## src/rtl/pulse_train_gen.sv

```systemverilog
// pulse_train_gen: emits a train of exactly N rising edges on pulse_o. Each pulse is HIGH_CYCLES
// cycles high followed by LOW_CYCLES cycles low. The block uses a start/done handshake.
//
// Optional feature macro: PULSE_ABORT_EN. When it is defined, the block adds the abort_i port,
// which ends a train early.
//
// Ports:
//   clk      in          system clock, rising edge
//   rst_i    in          asynchronous active-high reset
//   start_i  in          request a train; sampled only when idle
//   count_i  in  WIDTH   number of pulses; captured when the start is accepted
//   abort_i  in          (PULSE_ABORT_EN only) end the train early; sampled in HIGH/LOW
//   pulse_o  out         pulse train
//   busy_o   out         high while a train is in progress (HIGH or LOW)
//   done_o   out         one-cycle completion strobe
//   sent_o   out WIDTH   pulses completed in the current or last train
module pulse_train_gen #(
  parameter int unsigned WIDTH       = 8,
  parameter int unsigned HIGH_CYCLES = 2,
  parameter int unsigned LOW_CYCLES  = 2
) (
  input  logic             clk,
  input  logic             rst_i,
  input  logic             start_i,
  input  logic [WIDTH-1:0] count_i,
`ifdef PULSE_ABORT_EN
  input  logic             abort_i,
`endif
  output logic             pulse_o,
  output logic             busy_o,
  output logic             done_o,
  output logic [WIDTH-1:0] sent_o
);

  localparam int unsigned MaxCycles = (HIGH_CYCLES > LOW_CYCLES) ? HIGH_CYCLES : LOW_CYCLES;
  localparam int unsigned PhaseW    = (MaxCycles > 1) ? $clog2(MaxCycles) : 1;
  localparam logic [PhaseW-1:0] HighLast = PhaseW'(HIGH_CYCLES - 1);
  localparam logic [PhaseW-1:0] LowLast  = PhaseW'(LOW_CYCLES - 1);

  typedef enum logic [1:0] {StIdle, StHigh, StLow, StDone} state_e;

  state_e              state_q, state_d;
  logic [WIDTH-1:0]    target_q, target_d;
  logic [WIDTH-1:0]    sent_q, sent_d;
  logic [PhaseW-1:0]   phase_q, phase_d;
  logic                abort;

`ifdef PULSE_ABORT_EN
  assign abort = abort_i;
`else
  assign abort = 1'b0;
`endif

  always_comb begin
    state_d  = state_q;
    target_d = target_q;
    sent_d   = sent_q;
    phase_d  = phase_q;
    unique case (state_q)
      StIdle: begin
        if (start_i) begin
          target_d = count_i;
          sent_d   = '0;
          phase_d  = '0;
          state_d  = (count_i != '0) ? StHigh : StDone;
        end
      end
      StHigh: begin
        if (abort) begin
          // The rising edge of this pulse was already emitted, so it is counted.
          sent_d  = sent_q + WIDTH'(1);
          phase_d = '0;
          state_d = StDone;
        end else if (phase_q == HighLast) begin
          sent_d  = sent_q + WIDTH'(1);
          phase_d = '0;
          state_d = StLow;
        end else begin
          phase_d = phase_q + PhaseW'(1);
        end
      end
      StLow: begin
        if (abort) begin
          phase_d = '0;
          state_d = StDone;
        end else if (phase_q == LowLast) begin
          phase_d = '0;
          state_d = (sent_q == target_q) ? StDone : StHigh;
        end else begin
          phase_d = phase_q + PhaseW'(1);
        end
      end
      StDone: begin
        state_d = StIdle;
      end
      default: begin
        state_d = StIdle;
      end
    endcase
  end

  always_ff @(posedge clk or posedge rst_i) begin
    if (rst_i) begin
      state_q  <= StIdle;
      target_q <= '0;
      sent_q   <= '0;
      phase_q  <= '0;
    end else begin
      state_q  <= state_d;
      target_q <= target_d;
      sent_q   <= sent_d;
      phase_q  <= phase_d;
    end
  end

  // Outputs decode from registered state only.
  assign pulse_o = (state_q == StHigh);
  assign busy_o  = (state_q == StHigh) || (state_q == StLow);
  assign done_o  = (state_q == StDone);
  assign sent_o  = sent_q;

endmodule

```

## config.mk

```make
export PLATFORM = sky130hd
export DESIGN_NAME = pulse_train_gen
export DESIGN_NICKNAME = d
export VERILOG_FILES = /design/src/rtl/pulse_train_gen.sv
export SDC_FILE = /design/constraint.sdc
export NUM_CORES = 1
export LEC_CHECK = 0
export CAP_MARGIN = 20
export CORE_MARGIN = 2
export CORE_UTILIZATION = 45
export DETAILED_ROUTE_END_ITERATION = 12
export GPL_TIMING_DRIVEN = 0
export PLACE_DENSITY_LB_ADDON = 0.08
export SLEW_MARGIN = 40
export SYNTH_ARGS = -nofsm -noshare
export SYNTH_HDL_FRONTEND = slang
export SYNTH_SLANG_ARGS = --single-unit
```

## constraint.sdc

```tcl
create_clock -name clk -period 1.8 [get_ports clk]
set_clock_uncertainty 0.15 [all_clocks]
set_input_delay 0.36 -clock clk [delete_from_list [all_inputs] [get_ports clk]]
set_output_delay 0.36 -clock clk [all_outputs]
set_load 0.01 [all_outputs]
```

==> impl_metrics.py, run 1 <==
metrics = {
    "sta": {
        "worst_pin_slew_ns": 0.689,
        "finalSetupViolations": 0,
        "max_slew_margin": 0.538,
        "period_needed_ns": 1.75,
        "max_freq_ghz": 0.571,
        "rsz0062_at_grt": "yes",
        "period_share": 0.972,
        "drv_slew": 0,
        "setup-tns-final_ns": 0,
        "finalHoldViolCount": 0,
    },
    "drt": {
        "dr_total_vias": 935,
        "via_per_inst": 5.37,
        "wl_per_cell_um": 13.9,
        "drtIter0Drc": 9,
        "drc": 0,
        "ant_nets": 0,
        "routed_wl_um": 2410,
        "dr.pass1.iters": 3,
    },
    "global_routing": {
        "grt-ovfl-total": 0,
        "grt_pass1_wl_um": 4060,
        "busiest_layer": "met2",
        "antenna_found_initial": 0,
        "gr-usage-met2": 0.309,
        "grt_pass1_vias": 880,
        "met3_usage": 0.0333,
        "gr-usage-met1": 0.272,
        "grt_max_degree": 20,
        "grtUsageTotal": 0.197,
    },
    "worst_setup_path": {
        "slowest_delay_ns": 0.37,
        "crit_type": "reg -> reg",
        "arrival_ns": 1.80,
        "crit_path_cell_trace": "buf_4 > ha_4 > buf_8 > nor2_2 > and4bb_4 > a31oi_1 > a41o_1",
        "cp_max_fo": 7,
        "cp_slowest_cell": "dfrtp_1",
        "crit_path_end_kind": "flop",
        "cp.required_ns": 1.85,
        "start_kind": "flop",
    },
    "power_and_ir_drop": {
        "peakVddDrop_uv": 821,
        "p_leak_uw": 0.000686,
        "powerDensity_mw_per_mm2": 1390,
    },
    "floorplan": {
        "die_w_um": 53.6,
        "die_area_mm2": 0.00287,
        "coreArea_mm2": 0.00228,
        "std_cell_rows": 17,
        "io_pins": 22,
        "initial_core_util": 0.486,
        "die_h_um": 53.6,
    },
    "finish": {
        "fin_util": 0.674,
        "area_growth_pct": 38.7,
        "final_nets": 164,
        "antenna_cells": 0,
        "fillers": 199,
        "drive_above_1_share": 0.336,
    },
    "placed_design": {
        "io_buffers": 21,
        "gp_congestion": 0.709,
        "dpl.hpwl_um": 1710,
    },
    "logic_synthesis": {
        "synth_edf_count": 0,
        "synthDistinctLibCells": 28,
        "netlist_instances": 108,
        "async_flop_share": 1.00,
        "synthesis.nets": 125,
        "synth_top_flop_cell": "dfrtp_1",
        "seq_area_frac_synth": 0.430,
        "synth_seq_cells": 19,
        "syn_avg_cell_area_um2": 10.2,
        "yosys_warnings": 0,
        "netlist_area_mm2": 0.00111,
    },
    "cts": {
        "max-clock-path-buffers": 2,
        "clock_sinks": 19,
        "htree_levels": 1,
        "numCtsBuffers": 3,
        "hold_buffers": 0,
        "cts-root-buf": "clkbuf_4",
        "cts_tree": "yes",
        "clock_latency_ns": 0.30,
        "cts.reportedPaths.clkPinSlew_ns": 0.12,
    },
    "run_status": {
        "status": "completed",
    },
    "run": {
        "maxCapViolations": 0,
    },
    "min_path": {
        "min_path_type": "in -> async",
    },
}
registers in the layout (all words and copies together) (netlist names):
register / cells
phase_q: 1
target_q: 8
sent_o: 8
state_q: 2
critical path, delay by kind of cell (launching register included):
kind	cells	cell delay [ns]
AND/OR/NAND/NOR	2	0.41
AO/OA/AOI/OAI	2	0.31
adder cells (fa/ha/maj)	1	0.15
buffers and inverters	2	0.26
flip-flops	1	0.37
routing by layer:
metal  share of wire  vias up  wire length, um
met1            0.49      457             1180
li1                -      460                -
met3           0.029        2               69
met4          0.0071        0               17
met5               0        -                0
met2            0.48       16             1150
kinds of logic after synthesis:
family	count (synthesis)	synth area share
XOR/XNOR	10	0.0792
buffers and inverters	10	0.0520
AO/OA/AOI/OAI	22	0.135
flip-flops	19	0.430
AND/OR/NAND/NOR	33	0.155
multiplexers	8	0.0815
adder cells (fa/ha/maj)	6	0.0679
path summary, 6_finish.rpt:
path | depth (start not counted) | endpoint | from | slack [ns]
worst max-delay path | 7 | sent_o[5]$_DFFE_PP0P_ | state_q[0]$_DFFE_PP0P_ | 0.05
worst min-delay path | 2 | target_q[6]$_DFFE_PP0P_ | rst_i | 0.23
worst max register to register | 7 | sent_o[5]$_DFFE_PP0P_ | state_q[0]$_DFFE_PP0P_ | 0.05
worst min register to register | 1 | target_q[6]$_DFFE_PP0P_ | target_q[6]$_DFFE_PP0P_ | 0.40
max in group asynchronous | 2 | sent_o[0]$_DFFE_PP0P_ | rst_i | 0.91
min in group clk | 1 | target_q[6]$_DFFE_PP0P_ | target_q[6]$_DFFE_PP0P_ | 0.40
synthesized netlist by cell type, types with 3 or more instances:
cell	number	area, um^2
nor2_1	9	33.8
nand2_1	6	22.5
nor3_1	3	15.0
a21oi_1	3	15.0
ha_1	6	75.1
o21ai_0	9	45.0
inv_1	6	22.5
nand3_1	6	30.0
a31oi_1	3	18.8
xor2_1	9	78.8
dfrtp_1	19	475
mux2_2	8	90.1
metrics by stage:
| step | worst slack [ns] | instances | hold WS (ns) | area, um^2 | total power [uW] |
|---|---|---|---|---|---|
| floorplan | -0.00610 | 108 | 0.161 | 1110 | 1420 |
| global placement | -0.199 | 157 | 0.363 | 1350 | 1690 |
| detailed placement | -0.256 | 157 | 0.377 | 1350 | 1720 |
| CTS | 0.0156 | 171 | 0.359 | 1500 | 2090 |
| global route | -0.0244 | 174 | 0.279 | 1530 | 2300 |
| finish | 0.0499 | 174 | 0.231 | 1530 | 2130 |
timing repair:
item	CTS	global route
gates cloned	0	0
setup endpoints to repair	24	7
setup buffers	10	3
pin swaps	1	3
resized for setup	19	10
area by class of cell:
cell class	instances	area, um^2	area share
multi-input cells	79	633	0.413
flip-flops and latches	19	482	0.314
repair buffers	34	293	0.191
plain buffers	4	42.5	0.0277
well taps	28	35.0	0.0228
clock buffers	4	26.3	0.0171
inverters	6	22.5	0.0147
where the power goes:
group | switching, uW | internal [uW]
Combinational | 588 | 646
Clock | 129 | 86.1
Sequential | 100 | 583
Total | 817 | 1310
placed cells by master, fill, tap and decap left out, types with 3 or more instances in the layout:
cell and count:
a31oi_1 3, buf_4 13, clkbuf_2 3, clkbuf_4 3, clkdlybuf4s50_1 18, dfrtp_1 14, dfrtp_2 5, ha_1 4
inv_1 3, mux2_2 8, nand2_1 6, nand3_1 6, nor2_1 7, nor3_1 3, o21ai_0 8, xor2_1 9
Power figures use the tool's default switching activity.
==> run 2, diff against run 1 <==
Settings changed: CORE_MARGIN 2 to not set, CTS_CLUSTER_DIAMETER set to 40.
==> impl_metrics.py, run 2 (synthesized netlist as in run 1, its figures left out) <==
metrics = {
    "power_and_ir_drop": {
        "p_total_uw": 2150,
        "p_leak_uw": 0.000691,
        "powerDensity_mw_per_mm2": 1390,
        "peakVddDrop_uv": 847,
    },
    "sta": {
        "setup-tns-final_ns": 0,
        "period_needed_ns": 1.76,
        "worst_pin_slew_ns": 0.422,
        "max_freq_ghz": 0.568,
        "period_share": 0.979,
        "rsz0062_at_grt": "yes",
        "holdWs_ns": 0.201,
        "max_slew_margin": 0.718,
        "finalSetupViolations": 0,
        "drv_slew": 0,
        "finalHoldViolCount": 0,
    },
    "global_routing": {
        "grt_pass1_wl_um": 4060,
        "grtUsageTotal": 0.210,
        "grt_max_degree": 20,
        "grt-ovfl-total": 0,
        "grt_pass1_vias": 919,
        "antenna_found_initial": 0,
    },
    "cts": {
        "cts.reportedPaths.clkPinSlew_ns": 0.11,
        "numCtsBuffers": 3,
        "max-clock-path-buffers": 2,
        "htree_levels": 1,
        "clock_latency_ns": 0.31,
        "cts-root-buf": "clkbuf_4",
        "clock_sinks": 19,
        "cts_tree": "yes",
    },
    "drt": {
        "wl_per_cell_um": 14.4,
        "ant_nets": 0,
        "drtIter0Drc": 25,
        "routed_wl_um": 2500,
        "dr_total_vias": 940,
        "dr.pass1.iters": 4,
        "drc": 0,
        "via_per_inst": 5.40,
    },
    "worst_setup_path": {
        "r2r_setup_slack_ns": 0.04,
        "crit_path_cell_trace": "inv_2 > ha_4 > buf_8 > nor2_1 > and4bb_4 > a31oi_4 > a41o_1",
        "cp.required_ns": 1.86,
        "slowest_delay_ns": 0.40,
        "cp_slowest_cell": "dfrtp_1",
        "reg2reg_from": "state_q[1]$_DFFE_PP0P_",
        "crit_path_end_kind": "flop",
        "r2r_cells": 7,
        "start_kind": "flop",
        "arrival_ns": 1.82,
        "r2r-end": "sent_o[5]$_DFFE_PP0P_",
        "crit_type": "reg -> reg",
        "cp_max_fo": 8,
    },
    "min_path": {
        "min_path_type": "in -> async",
    },
    "finish": {
        "layout_common_cells": "clkdlybuf4s50_1, buf_4, dfrtp_1, xor2_1",
        "antenna_cells": 0,
        "drive_above_1_share": 0.336,
        "mostFrequentLayoutCell": "clkdlybuf4s50_1",
        "area_growth_pct": 39.1,
        "stdcell_count": 174,
        "final_nets": 164,
    },
    "placed_design": {
        "dpl.hpwl_um": 1660,
        "placedCellCount": 157,
        "gp_congestion": 0.756,
        "io_buffers": 21,
    },
    "floorplan": {
        "initial_core_util": 0.491,
        "die_h_um": 51.6,
        "die_w_um": 51.6,
        "io_pins": 22,
        "die_area_mm2": 0.00266,
        "coreArea_mm2": 0.00225,
        "std_cell_rows": 17,
    },
    "run_status": {
        "status": "completed",
    },
    "run": {
        "maxCapViolations": 0,
    },
}
-- run 2: per-layer routing --
layer | track usage | up-vias | part of all wire
met5 | 0 | - | 0
met4 | 0.0811 | 0 | 0.018
met3 | 0.0263 | 7 | 0.037
met2 | 0.357 | 22 | 0.51
met1 | 0.271 | 454 | 0.43
li1 | - | 457 | -
-- run 2: how the worst max path moves through the flow --
stage | startpoint | to | slack [ns]
2_1_floorplan | state_q[1]$_DFFE_PP0P_ | sent_o[5]$_DFFE_PP0P_ | -0.006
6_report | state_q[1]$_DFFE_PP0P_ | sent_o[5]$_DFFE_PP0P_ | 0.04
3_5_place_dp | start_i | sent_o[4]$_DFFE_PP0P_ | -0.24
5_1_grt | state_q[1]$_DFFE_PP0P_ | sent_o[5]$_DFFE_PP0P_ | -0.04
3_3_place_gp | start_i | sent_o[4]$_DFFE_PP0P_ | -0.22
4_1_cts | state_q[1]$_DFFE_PP0P_ | sent_o[4]$_DFFE_PP0P_ | -0.0000002
-- run 2: critical path, delay by kind of cell (launching register included) --
kind | cells | cell delay [ns]
buf+inv | 2 | 0.24
fa+ha+maj | 1 | 0.16
simple gates | 2 | 0.41
compound gates | 2 | 0.30
flops | 1 | 0.40
-- run 2: cell type report --
cell class                 instances  area [um^2]
sequential                        19          482
inverter                           6         22.5
tap                               28         35.0
buffer                             4         45.0
clock buffer                       3         22.5
multi-input combinational         79          634
fill                             185          716
timing repair buffer              34          293
clock inverter                     1         5.00
-- run 2: timing repair --
action / in CTS / in global routing
gates cloned: 0 / 0
gates resized for setup: 18 / 12
hold buffers: 0 / 0
endpoints found under the setup margin: 16 / 7
pin swaps: 1 / 2
buffers inserted: 10 / 3
-- run 2: through the flow --
step	setup slack, ns	utilization	cell area [um^2]
floorplan	-0.00610	-	1110
detailed placement	-0.242	0.600	1350
global placement	-0.217	0.600	1350
global route	-0.0371	0.683	1540
CTS	-0.000000222	0.654	1470
finish	0.0384	0.683	1540
-- run 2: report_power, final --
part	switching, uW	total, uW	internal, uW
Combinational	600	1240	645
Sequential	93.9	677	583
Clock	141	224	83.0
==> run 3, diff against run 2 <==
Settings changed: CAP_MARGIN 20 to not set.
==> results of run 3 <==
No change in the layout: final DEF, timing and power equal those of run 2.
